## config.mk

```make
export PLATFORM = sky130hd
export DESIGN_NAME = instr_fetch_unit
export DESIGN_NICKNAME = d
export VERILOG_FILES = /design/src/rtl/instr_fetch_unit.sv
export SDC_FILE = /design/constraint.sdc
export NUM_CORES = 1
export LEC_CHECK = 0
export CORE_MARGIN = 3
export CORE_UTILIZATION = 42
export DETAILED_ROUTE_END_ITERATION = 7
export PLACE_DENSITY = 0.88
export RECOVER_POWER = 100
export SYNTH_ARGS = -nofsm -noshare
export SYNTH_HDL_FRONTEND = slang
export SYNTH_SLANG_ARGS = --single-unit
```

## constraint.sdc

```tcl
create_clock -name clk -period 1.9 [get_ports clk]
set_input_delay 0.475 -clock clk [delete_from_list [all_inputs] [get_ports clk]]
set_output_delay 0.475 -clock clk [all_outputs]
set_load 0.02 [all_outputs]
```

## src/rtl/instr_fetch_unit.sv

```systemverilog
// Sequential fetch stage: walks pc through instruction memory and issues one
// decoded instruction per ISSUE cycle to the opcode controller.
module instr_fetch_unit #(
  parameter int PC_W     = 6,
  parameter int END_ADDR = 63,
  parameter int FLD_W    = 7
) (
  input  logic                   clk,
  input  logic                   reset,
  input  logic                   start,
  output logic                   imem_rd,
  output logic [PC_W-1:0]        imem_addr,
  input  logic [2+3*FLD_W-1:0]   imem_data,
  input  logic                   imem_valid,
  input  logic                   stall,
  output logic                   instr_valid,
  output logic [1:0]             opcode,
  output logic [FLD_W-1:0]       src1,
  output logic [FLD_W-1:0]       src2,
  output logic [FLD_W-1:0]       dst,
  output logic [PC_W-1:0]        pc,
  output logic                   busy,
  output logic                   halted
);

  localparam int              IW      = 2 + 3*FLD_W;
  localparam logic [PC_W-1:0] END_PC  = PC_W'(END_ADDR);
  localparam logic [1:0]      OP_HALT = 2'b11;

  typedef enum logic [2:0] {
    S_IDLE  = 3'd0,
    S_FETCH = 3'd1,
    S_WAIT  = 3'd2,
    S_ISSUE = 3'd3,
    S_HALT  = 3'd4
  } state_t;

  state_t            state_q, state_nxt;
  logic [PC_W-1:0]   pc_q, pc_nxt;
  logic [IW-1:0]     ir_q, ir_nxt;

  always_ff @(posedge clk) begin
    if (reset) begin
      state_q <= S_IDLE;
      pc_q    <= '0;
      ir_q    <= '0;
    end else begin
      state_q <= state_nxt;
      pc_q    <= pc_nxt;
      ir_q    <= ir_nxt;
    end
  end

  always_comb begin
    state_nxt = state_q;
    pc_nxt    = pc_q;
    ir_nxt    = ir_q;
    unique case (state_q)
      S_IDLE, S_HALT: begin
        if (start) begin
          pc_nxt    = '0;
          state_nxt = S_FETCH;
        end
      end
      S_FETCH: state_nxt = S_WAIT;
      S_WAIT: begin
        // A halt word is latched but never presented to the controller.
        if (imem_valid) begin
          ir_nxt    = imem_data;
          state_nxt = (imem_data[IW-1 -: 2] == OP_HALT) ? S_HALT : S_ISSUE;
        end
      end
      S_ISSUE: begin
        if (!stall) begin
          if (pc_q == END_PC) begin
            state_nxt = S_HALT;
          end else begin
            pc_nxt    = pc_q + PC_W'(1);
            state_nxt = S_FETCH;
          end
        end
      end
      default: state_nxt = S_IDLE;
    endcase
  end

  assign imem_rd     = (state_q == S_FETCH);
  assign imem_addr   = pc_q;
  assign pc          = pc_q;
  assign instr_valid = (state_q == S_ISSUE);
  assign busy        = (state_q == S_FETCH) || (state_q == S_WAIT) || (state_q == S_ISSUE);
  assign halted      = (state_q == S_HALT);

  // Fields are gated so the controller sees zeros whenever nothing is issued.
  assign opcode = instr_valid ? ir_q[IW-1 -: 2]          : 2'b00;
  assign src1   = instr_valid ? ir_q[3*FLD_W-1 -: FLD_W] : '0;
  assign src2   = instr_valid ? ir_q[2*FLD_W-1 -: FLD_W] : '0;
  assign dst    = instr_valid ? ir_q[FLD_W-1:0]          : '0;

endmodule

```

==> results.json, run 1 <==
{
  "cts_root_buf": "clkbuf_8",
  "gp_congestion": 0.911,
  "final_cell_mix": "nand2_1 (51), clkdlybuf4s50_1 (33), dfxtp_1 (31)",
  "dieArea_sq_um": 4520,
  "path_clk_slew_ns": 0.07,
  "synthCells": 204,
  "min_path_type": "flop to flop",
  "dieWidth_um": 67.3,
  "status": "finished, final reports clean",
  "row_count": 21,
  "end_kind": "output pin",
  "critical_path_class": "flop to output pin",
  "ant_nets": 0,
  "final_common_cell": "nand2_1",
  "nets": 301,
  "port_buffers": 66,
  "critPathSlowestCell": "clkdlybuf4s50_1",
  "grt_util_all_layers_pct": 18.5,
  "grt_pass1_vias": 1457,
  "ctsHtreeMaxLevel": 2,
  "path_buf_inv": 1,
  "drv_cap": 0,
  "grt_util_met2_pct": 31.2,
  "ys_seq_elements": 32,
  "core_sq_um": 3470,
  "syn-num-nets": 233,
  "fin_tns_setup_ns": 0,
  "critical_path_peak_fanout": 7,
  "overflow": 0,
  "period_needed_ns": 1.84,
  "yosysUniqueCellTypes": 30,
  "max_freq_ghz": 0.544,
  "cp.depth": 1,
  "reg2reg_depth": 5,
  "grtUsageMet1_pct": 22.8,
  "internal_power_mw": 1.26,
  "reg2reg_from": "imem_addr[0]",
  "cp_data_required_time_ns": 1.42,
  "dr.first_iter.drc_count": 107,
  "clkLatencyLatePin_ns": 0.28,
  "cts_max_path_buffers": 2,
  "synth-warning-count": 0,
  "drv_slew": 0,
  "firstDrtPassIters": 4,
  "grt_first_pass_wirelength_um": 6420,
  "max_slew.worst_pin.slew_ns": 0.454,
  "final_cells": 319,
  "holdPathStages": 2,
  "rsz0062_at_grt": "no",
  "dpl.hpwl_um": 2830,
  "placedCellCount": 311,
  "worstHoldStart": "ir_q[15]",
  "finalSetupViolCount": 0,
  "fin_hold_ws_ns": 0.448,
  "area_growth_pct": 42.1,
  "wl_um": 3890,
  "initial_core_util_pct": 45.5,
  "globalRouteMet3Util_pct": 5.32,
  "p_per_area_nw_per_um2": 802,
  "skew_ns": 0.00835,
  "cts.sinks": 32,
  "timing.slew.headroom_pct": 69.7,
  "dieHeight_um": 67.3,
  "vias": 1564,
  "p_leak_nw": 0.944,
  "crit_family": "buffers and inverters",
  "drc": 0,
  "cpPeakStageDelay_ns": 0.65,
  "vdd_ir_drop_max_uv": 537,
  "combPwrFrac_pct": 27.7,
  "p_total_mw": 1.80,
  "antenna_found_initial": 0,
  "busiest_layer": "met2",
  "cts_tree": "yes",
  "arrival_ns": 1.36,
  "swShare_pct": 29.7,
  "viasPerCell": 4.90,
  "n_antenna_cell": 0,
  "numCtsBuffers": 5,
  "startpoint": "imem_addr[2]",
  "yosysSeqAreaShare_pct": 40.6,
  "critPathLaunchType": "flop",
  "finalHoldViolCount": 0,
  "worstPathCellList": "clkdlybuf4s50_1",
  "power.switching_mw": 0.533,
  "drive_gt1_share_pct": 16.8,
  "syn_area_per_cell_sq_um": 7.73,
  "grt_max_degree": 24,
  "detail_route.wl_per_cell_um": 12.2,
  "period_share_pct": 96.7,
  "io_pins": 67,
  "p_clk_share_pct": 29.2,
  "syn_area_sq_um": 1580,
  "seqPwrFrac_pct": 43.1
}
-- power groups by stage --
| stage | Combinational, mW | Sequential (mW) | Clock [mW] |
|---|---|---|---|
| after floorplan | 0.323 | 0.776 | 0 |
| after global placement | 0.524 | 0.782 | 0 |
| after detailed placement | 0.528 | 0.786 | 0 |
| after CTS | 0.512 | 0.772 | 0.541 |
| after global routing | 0.551 | 0.783 | 0.578 |
| final | 0.497 | 0.774 | 0.525 |
-- timing repair --
item                       4_1_cts  5_1_grt
gates cloned                     0        0
buffers inserted                 0        0
gates resized for setup         73       30
hold buffers                     0        0
setup endpoints to repair       27       27
-- cell families (layout without fill, tap and decap cells) --
kind of cell	Yosys count	count (layout)	share of synthesized area, %
buffers and inverters	21	90	8.41
AND/OR/NAND/NOR	107	107	34.6
flip-flops	32	32	40.6
AO/OA/AOI/OAI	43	43	15.6
adder cells (fa/ha/maj)	1	1	0.794
-- metrics by stage --
step | setup slack (ns) | util [%] | cell area, sq um
after floorplan | 0.211 | - | 1580
after global placement | -0.00837 | 65.9 | 2290
after detailed placement | -0.0220 | 65.9 | 2290
after CTS | 0.0109 | 69.2 | 2400
after global routing | 0.00497 | 64.6 | 2240
final | 0.0618 | 64.6 | 2240
-- cells in the mapped netlist --
cell	number	area share, %
clkbuf_1	3	0.71
and2_4	1	0.56
inv_1	2	0.48
a21o_1	1	0.48
o31ai_1	1	0.48
buf_6	2	1.4
nor3b_1	2	0.95
nor2_1	4	0.95
dfxtp_1	32	41
a211oi_1	2	0.95
and3_1	4	1.6
nand2b_1	4	1.6
nand3_1	8	2.5
o22ai_1	1	0.40
buf_2	4	1.3
nor3_2	1	0.63
buf_1	1	0.24
and4bb_4	1	1.0
o21ai_0	5	1.6
and2_1	24	9.5
o21ai_2	1	0.56
nor2_2	1	0.40
nand3b_1	4	1.9
o22a_1	1	0.56
a21oi_1	28	8.9
or2_1	2	0.79
nand2_1	51	12
ha_1	1	0.79
buf_4	9	4.3
a211o_1	3	1.7
-- path summary, 6_finish.rpt --
kind / end / slack, ns
setup / recovery: pc[2] / 0.06
hold / removal: ir_q[15] / 0.45
setup reg to reg: imem_addr[3] / 0.31
hold reg to reg: ir_q[15] / 0.45
-- registers in the layout, summed over array words and instances, names as in the netlist --
signal / cells
ir_q: 23
imem_addr: 6
state_q: 3
-- layout make-up --
class                      count  area, sq um
tap                           46         57.6
fill                         331         1230
clock buffer                   8         90.1
inverter                       2         7.51
multi-input combinational    151          797
timing repair buffer          80          646
sequential                    32          642
-- metal layers --
| metal | routed length [um] | vias up |
|---|---|---|
| met4 | 32 | 0 |
| met3 | 240 | 4 |
| met1 | 1680 | 715 |
| met5 | 0 | - |
| li1 | - | 802 |
| met2 | 1930 | 43 |
No activity file was read; power rests on OpenSTA's default activity.
==> run 2: changes to the inputs <==
--- a/config.mk
+++ b/config.mk
@@ -5,6 +5,7 @@
 export SDC_FILE = /design/constraint.sdc
 export NUM_CORES = 1
 export LEC_CHECK = 0
+export CAP_MARGIN = 30
 export CORE_MARGIN = 3
 export CORE_UTILIZATION = 42
 export DETAILED_ROUTE_END_ITERATION = 7
==> constraint.sdc (replaced) <==
create_clock -name clk -period 1.9 [get_ports clk]
set_input_delay 0.19 -clock clk [delete_from_list [all_inputs] [get_ports clk]]
set_output_delay 0.19 -clock clk [all_outputs]
set_load 0.02 [all_outputs]
==> results.json, run 2 (synthesis gave the netlist of run 1 again) <==
{
  "firstDrtPassIters": 5,
  "viasPerCell": 5.00,
  "drv_slew": 0,
  "path_clk_slew_ns": 0.07,
  "numCtsBuffers": 5,
  "area_growth_pct": 46.3,
  "timing.slew.headroom_pct": 48.7,
  "overflow": 0,
  "grt_max_degree": 24,
  "final_cell_mix": "nand2_1 (51), dfxtp_1 (32), a21oi_1 (28), clkdlybuf4s50_1 (28), dlygate4sd2_1 (23)",
  "ctsHoldBuffers": 0,
  "port_buffers": 66,
  "period_needed_ns": 1.83,
  "fin_hold_ws_ns": 0.446,
  "n_antenna_cell": 0,
  "min_path_type": "primary input to flop",
  "cp_data_required_time_ns": 1.71,
  "dp_slack_ns": 0.115,
  "clkLatencyLatePin_ns": 0.29,
  "largest_reg_flops": 23,
  "grt_util_all_layers_pct": 18.6,
  "critical_path_peak_fanout": 4,
  "p_leak_nw": 1.02,
  "period_share_pct": 96.2,
  "antenna_found_initial": 0,
  "vias": 1570,
  "dr.first_iter.drc_count": 80,
  "dieHeight_um": 67.3,
  "fill_cells": 328,
  "cts_tree": "yes",
  "end_kind": "output pin",
  "dieWidth_um": 67.3,
  "drive_gt1_share_pct": 7.46,
  "largest_register": "ir_q",
  "skew_ns": 0.00380,
  "initial_core_util_pct": 45.5,
  "rsz0062_at_grt": "no",
  "row_count": 21,
  "layout_setup_ws_ns": 0.0725,
  "nets": 296,
  "wl_um": 4070,
  "final_common_cell": "nand2_1",
  "utilization_pct": 66.5,
  "status": "finished, final reports clean",
  "max_freq_ghz": 0.547,
  "grt_first_pass_wirelength_um": 6440,
  "vdd_ir_drop_max_uv": 501,
  "io_pins": 67,
  "critical_path_class": "flop to output pin",
  "ant_nets": 0,
  "cts_max_path_buffers": 2,
  "finalHoldViolCount": 0,
  "dieArea_sq_um": 4520,
  "grt_pass1_vias": 1501,
  "max_slew.worst_pin.slew_ns": 0.770,
  "core_sq_um": 3470,
  "critPathLaunchType": "flop",
  "dpl.hpwl_um": 2970,
  "finalSetupViolCount": 0,
  "detail_route.wl_per_cell_um": 13.0,
  "ctsHtreeMaxLevel": 2,
  "p_per_area_nw_per_um2": 821,
  "arrival_ns": 1.64,
  "cts_root_buf": "clkbuf_8",
  "drc": 0,
  "drv_cap": 0,
  "fin_tns_setup_ns": 0,
  "cts.sinks": 32,
  "gp_congestion": 0.772
}
## run 2: changes by cell type in the layout (fill, tap and decap cells not counted), moves of 2 or more
cell / delta
and2_0: +7
and2_1: -6
buf_4: -2
buf_6: -2
clkbuf_1: -3
clkbuf_2: -22
clkdlybuf4s50_1: -5
dlygate4sd2_1: +19
dlygate4sd3_1: +10
nor2_1: -2
nor2_2: +2
## run 2: stage by stage
stage                     instance area (sq um)  std cells  total power [mW]
after floorplan                            1580        204              1.10
after global placement                     2250        306              1.27
after detailed placement                   2250        306              1.29
after CTS                                  2330        314              1.93
after global routing                       2310        314              1.98
final                                      2310        314              1.89
## run 2: final cells by class
| type | instances | area, sq um | area share [%] |
|---|---|---|---|
| Sequential cell | 32 | 641 | 27.8 |
| Tap cell | 46 | 57.6 | 2.49 |
| Clock buffer | 6 | 72.6 | 3.15 |
| Timing Repair Buffer | 75 | 694 | 30.1 |
| Multi-Input combinational cell | 151 | 800 | 34.7 |
| Clock inverter | 2 | 35.0 | 1.52 |
| Inverter | 2 | 7.51 | 0.325 |
## run 2: worst paths after layout
kind | from | end | slack [ns] | cells after the start
worst min register to register | ir_q[17] | ir_q[17] | 0.45 | 2
worst min-delay path | imem_data[10] | ir_q[10] | 0.45 | 3
worst max register to register | imem_addr[0] | imem_addr[4] | 0.12 | 5
worst max-delay path | state_q[1] | halted | 0.07 | 3
## run 2: where the power goes
| group | internal [mW] | leakage (nW) | switching, mW | total [mW] |
|---|---|---|---|---|
| combinational | 0.207 | 0.705 | 0.270 | 0.478 |
| clock | 0.389 | 0.0552 | 0.254 | 0.642 |
| sequential | 0.737 | 0.259 | 0.0381 | 0.775 |
## run 2: worst max-delay path, cell delays in order (launching register included)
cell and delay, ns:
dfxtp_1 0.34, nor2_2 0.18, and2_0 0.21, clkdlybuf4s50_1 0.63
## run 2: repair_timing
action / in CTS / in global routing
resized for setup: 23 / 3
endpoints found under the setup margin: 23 / 2
buffers inserted: 0 / 0
pin swaps: 0 / 0
## run 2: layer usage
metal	routed length, um	part of all wire (%)	track usage (%)	vias up
met3	254	6.2	4.99	6
li1	-	-	-	794
met1	1770	44	21.4	715
met5	0	0	0	-
met2	1980	49	32.3	55
met4	61	1.5	7.85	0
==> run 3: changes to the inputs <==
--- a/config.mk
+++ b/config.mk
@@ -9,7 +9,7 @@
 export CORE_MARGIN = 3
 export CORE_UTILIZATION = 42
 export DETAILED_ROUTE_END_ITERATION = 7
-export PLACE_DENSITY = 0.88
+export PLACE_DENSITY_LB_ADDON = 0.12
 export RECOVER_POWER = 100
 export SYNTH_ARGS = -nofsm -noshare
 export SYNTH_HDL_FRONTEND = slang
==> results.json, run 3 (synthesis gave the netlist of run 1 again) <==
{
  "status": "finished, final reports clean",
  "fin_tns_setup_ns": 0,
  "fill_cells": 345,
  "seqPwrFrac_pct": 43.8,
  "worstPathCellList": "buf_4, nand2b_1, nor2_1, clkdlybuf4s50_1",
  "largest_register": "ir_q",
  "vias": 1512,
  "nets": 296,
  "hold_end": "ir_q[2]",
  "ctsHtreeMaxLevel": 2,
  "cts_setup_buffers": 0,
  "path_buf_inv": 2,
  "reg2reg_slack_ns": 0.25,
  "cts_root_buf": "clkbuf_8",
  "combPwrFrac_pct": 26.8,
  "finalSetupViolCount": 0,
  "cpPeakStageDelay_ns": 0.60,
  "cts_tree": "yes",
  "firstDrtPassIters": 4,
  "critPathLaunchType": "flop",
  "swShare_pct": 29.5,
  "port_buffers": 66,
  "overflow": 0,
  "rsz0062_at_grt": "no",
  "rr_endpoint": "imem_addr[4]",
  "grt_util_all_layers_pct": 18.2,
  "timing.slew.headroom_pct": 48.5,
  "grt_max_degree": 29,
  "worstHoldStart": "ir_q[2]",
  "grt_first_pass_wirelength_um": 6360,
  "p_leak_nw": 1.02,
  "critPathSlowestCell": "clkdlybuf4s50_1",
  "p_per_area_nw_per_um2": 775,
  "drv_cap": 0,
  "cp_data_required_time_ns": 1.71,
  "detail_route.wl_per_cell_um": 12.1,
  "n_antenna_cell": 0,
  "reg2reg_from": "imem_addr[1]",
  "area_growth_pct": 44.8,
  "ant_nets": 0,
  "crit_family": "buffers and inverters",
  "path_clk_slew_ns": 0.06,
  "p_clk_share_pct": 29.4,
  "dpl.hpwl_um": 2730,
  "largest_reg_flops": 23,
  "min_path_type": "flop to flop",
  "placedCellCount": 306,
  "drive_gt1_share_pct": 6.72,
  "drv_slew": 0,
  "dr.first_iter.drc_count": 31,
  "cts.sinks": 32,
  "drc": 0,
  "viasPerCell": 4.82,
  "final_cells": 314,
  "end_kind": "output pin",
  "final_common_cell": "nand2_1",
  "row_count": 21,
  "finalHoldViolCount": 0,
  "critical_path_peak_fanout": 9,
  "dieHeight_um": 67.3,
  "dieArea_sq_um": 4520,
  "power.switching_mw": 0.521,
  "vdd_ir_drop_max_uv": 500,
  "skew_ns": 0.00207,
  "internal_power_mw": 1.25,
  "wl_um": 3810,
  "critical_path_class": "flop to output pin",
  "grt_pass1_vias": 1411,
  "arrival_ns": 1.58,
  "utilization_pct": 65.8,
  "antenna_found_initial": 0,
  "period_share_pct": 93.2,
  "core_sq_um": 3470,
  "reg2reg_depth": 5,
  "gp_congestion": 0.832,
  "final_cell_mix": "nand2_1 (51), dfxtp_1 (32), clkdlybuf4s50_1 (29)",
  "max_freq_ghz": 0.565,
  "cts_max_path_buffers": 2,
  "holdPathStages": 2,
  "io_pins": 67,
  "initial_core_util_pct": 45.5,
  "clkLatencyLatePin_ns": 0.27,
  "numCtsBuffers": 5,
  "period_needed_ns": 1.77,
  "dieWidth_um": 67.3,
  "max_slew.worst_pin.slew_ns": 0.773
}
## run 3: cell count changes in the layout (fill, tap and decap cells not counted), sizes merged
cell / change
buf: +1
bufinv: -1
clkdlybuf4s50: +1
clkinv: -1
dlygate4sd2: +1
dlygate4sd3: -1
## run 3: worst reg2reg max path, delay by kind of cell (launching register included)
kind	cells	cell delay, ns
fa+ha+maj	1	0.22
simple gates	2	0.43
compound gates	2	0.55
flops	1	0.39
## run 3: worst max-delay path by stage
| stage | from | end | slack [ns] | cells past startpoint |
|---|---|---|---|---|
| 3_5_place_dp | imem_valid | ir_q[11] | 0.12 | 5 |
| 6_report | state_q[2] | imem_rd | 0.13 | 4 |
| 2_1_floorplan | imem_addr[0] | imem_addr[3] | 0.33 | 5 |
| 4_1_cts | state_q[0] | instr_valid | 0.05 | 4 |
| 5_1_grt | state_q[0] | dst[6] | 0.02 | 5 |
| 3_3_place_gp | state_q[0] | opcode[1] | 0.16 | 5 |
## run 3: per-stage QoR
stage / hold WS, ns / worst slack (ns) / power (mW) / cell area, sq um
6_report: 0.448 / 0.130 / 1.77 / 2280
2_1_floorplan: 0.326 / 0.326 / 1.10 / 1580
5_1_grt: 0.462 / 0.0182 / 1.88 / 2280
3_3_place_gp: 0.436 / 0.156 / 1.27 / 2240
4_1_cts: 0.451 / 0.0541 / 1.80 / 2300
3_5_place_dp: 0.442 / 0.115 / 1.28 / 2240
## run 3: layout make-up
cell class	count	area, sq um	area share [%]
Sequential cell	32	641	28.1
Timing Repair Buffer	75	689	30.2
Multi-Input combinational cell	151	797	34.9
Clock buffer	8	90.1	3.95
Inverter	2	7.51	0.329
Tap cell	46	57.6	2.52
## run 3: repair_timing
action                                  CTS  global route
endpoints found under the setup margin   24             1
cloned                                    0             0
gates resized for setup                  24             1
hold buffers                              0             0
endpoints found under the hold margin     0             0
## run 3: power by group through the flow
stage / logic, mW / clock network, mW / registers, mW
2_1_floorplan: 0.323 / 0 / 0.776
3_3_place_gp: 0.486 / 0 / 0.786
3_5_place_dp: 0.490 / 0 / 0.789
4_1_cts: 0.489 / 0.540 / 0.775
5_1_grt: 0.529 / 0.570 / 0.783
6_report: 0.475 / 0.521 / 0.774
## run 3: layer usage
layer | GRT usage (%) | vias up | routed length, um
met1 | 23.2 | 663 | 1740
met3 | 4.33 | 4 | 240
met4 | 5.32 | 0 | 34
met2 | 30.4 | 53 | 1800
li1 | - | 792 | -
met5 | 0 | - | 0
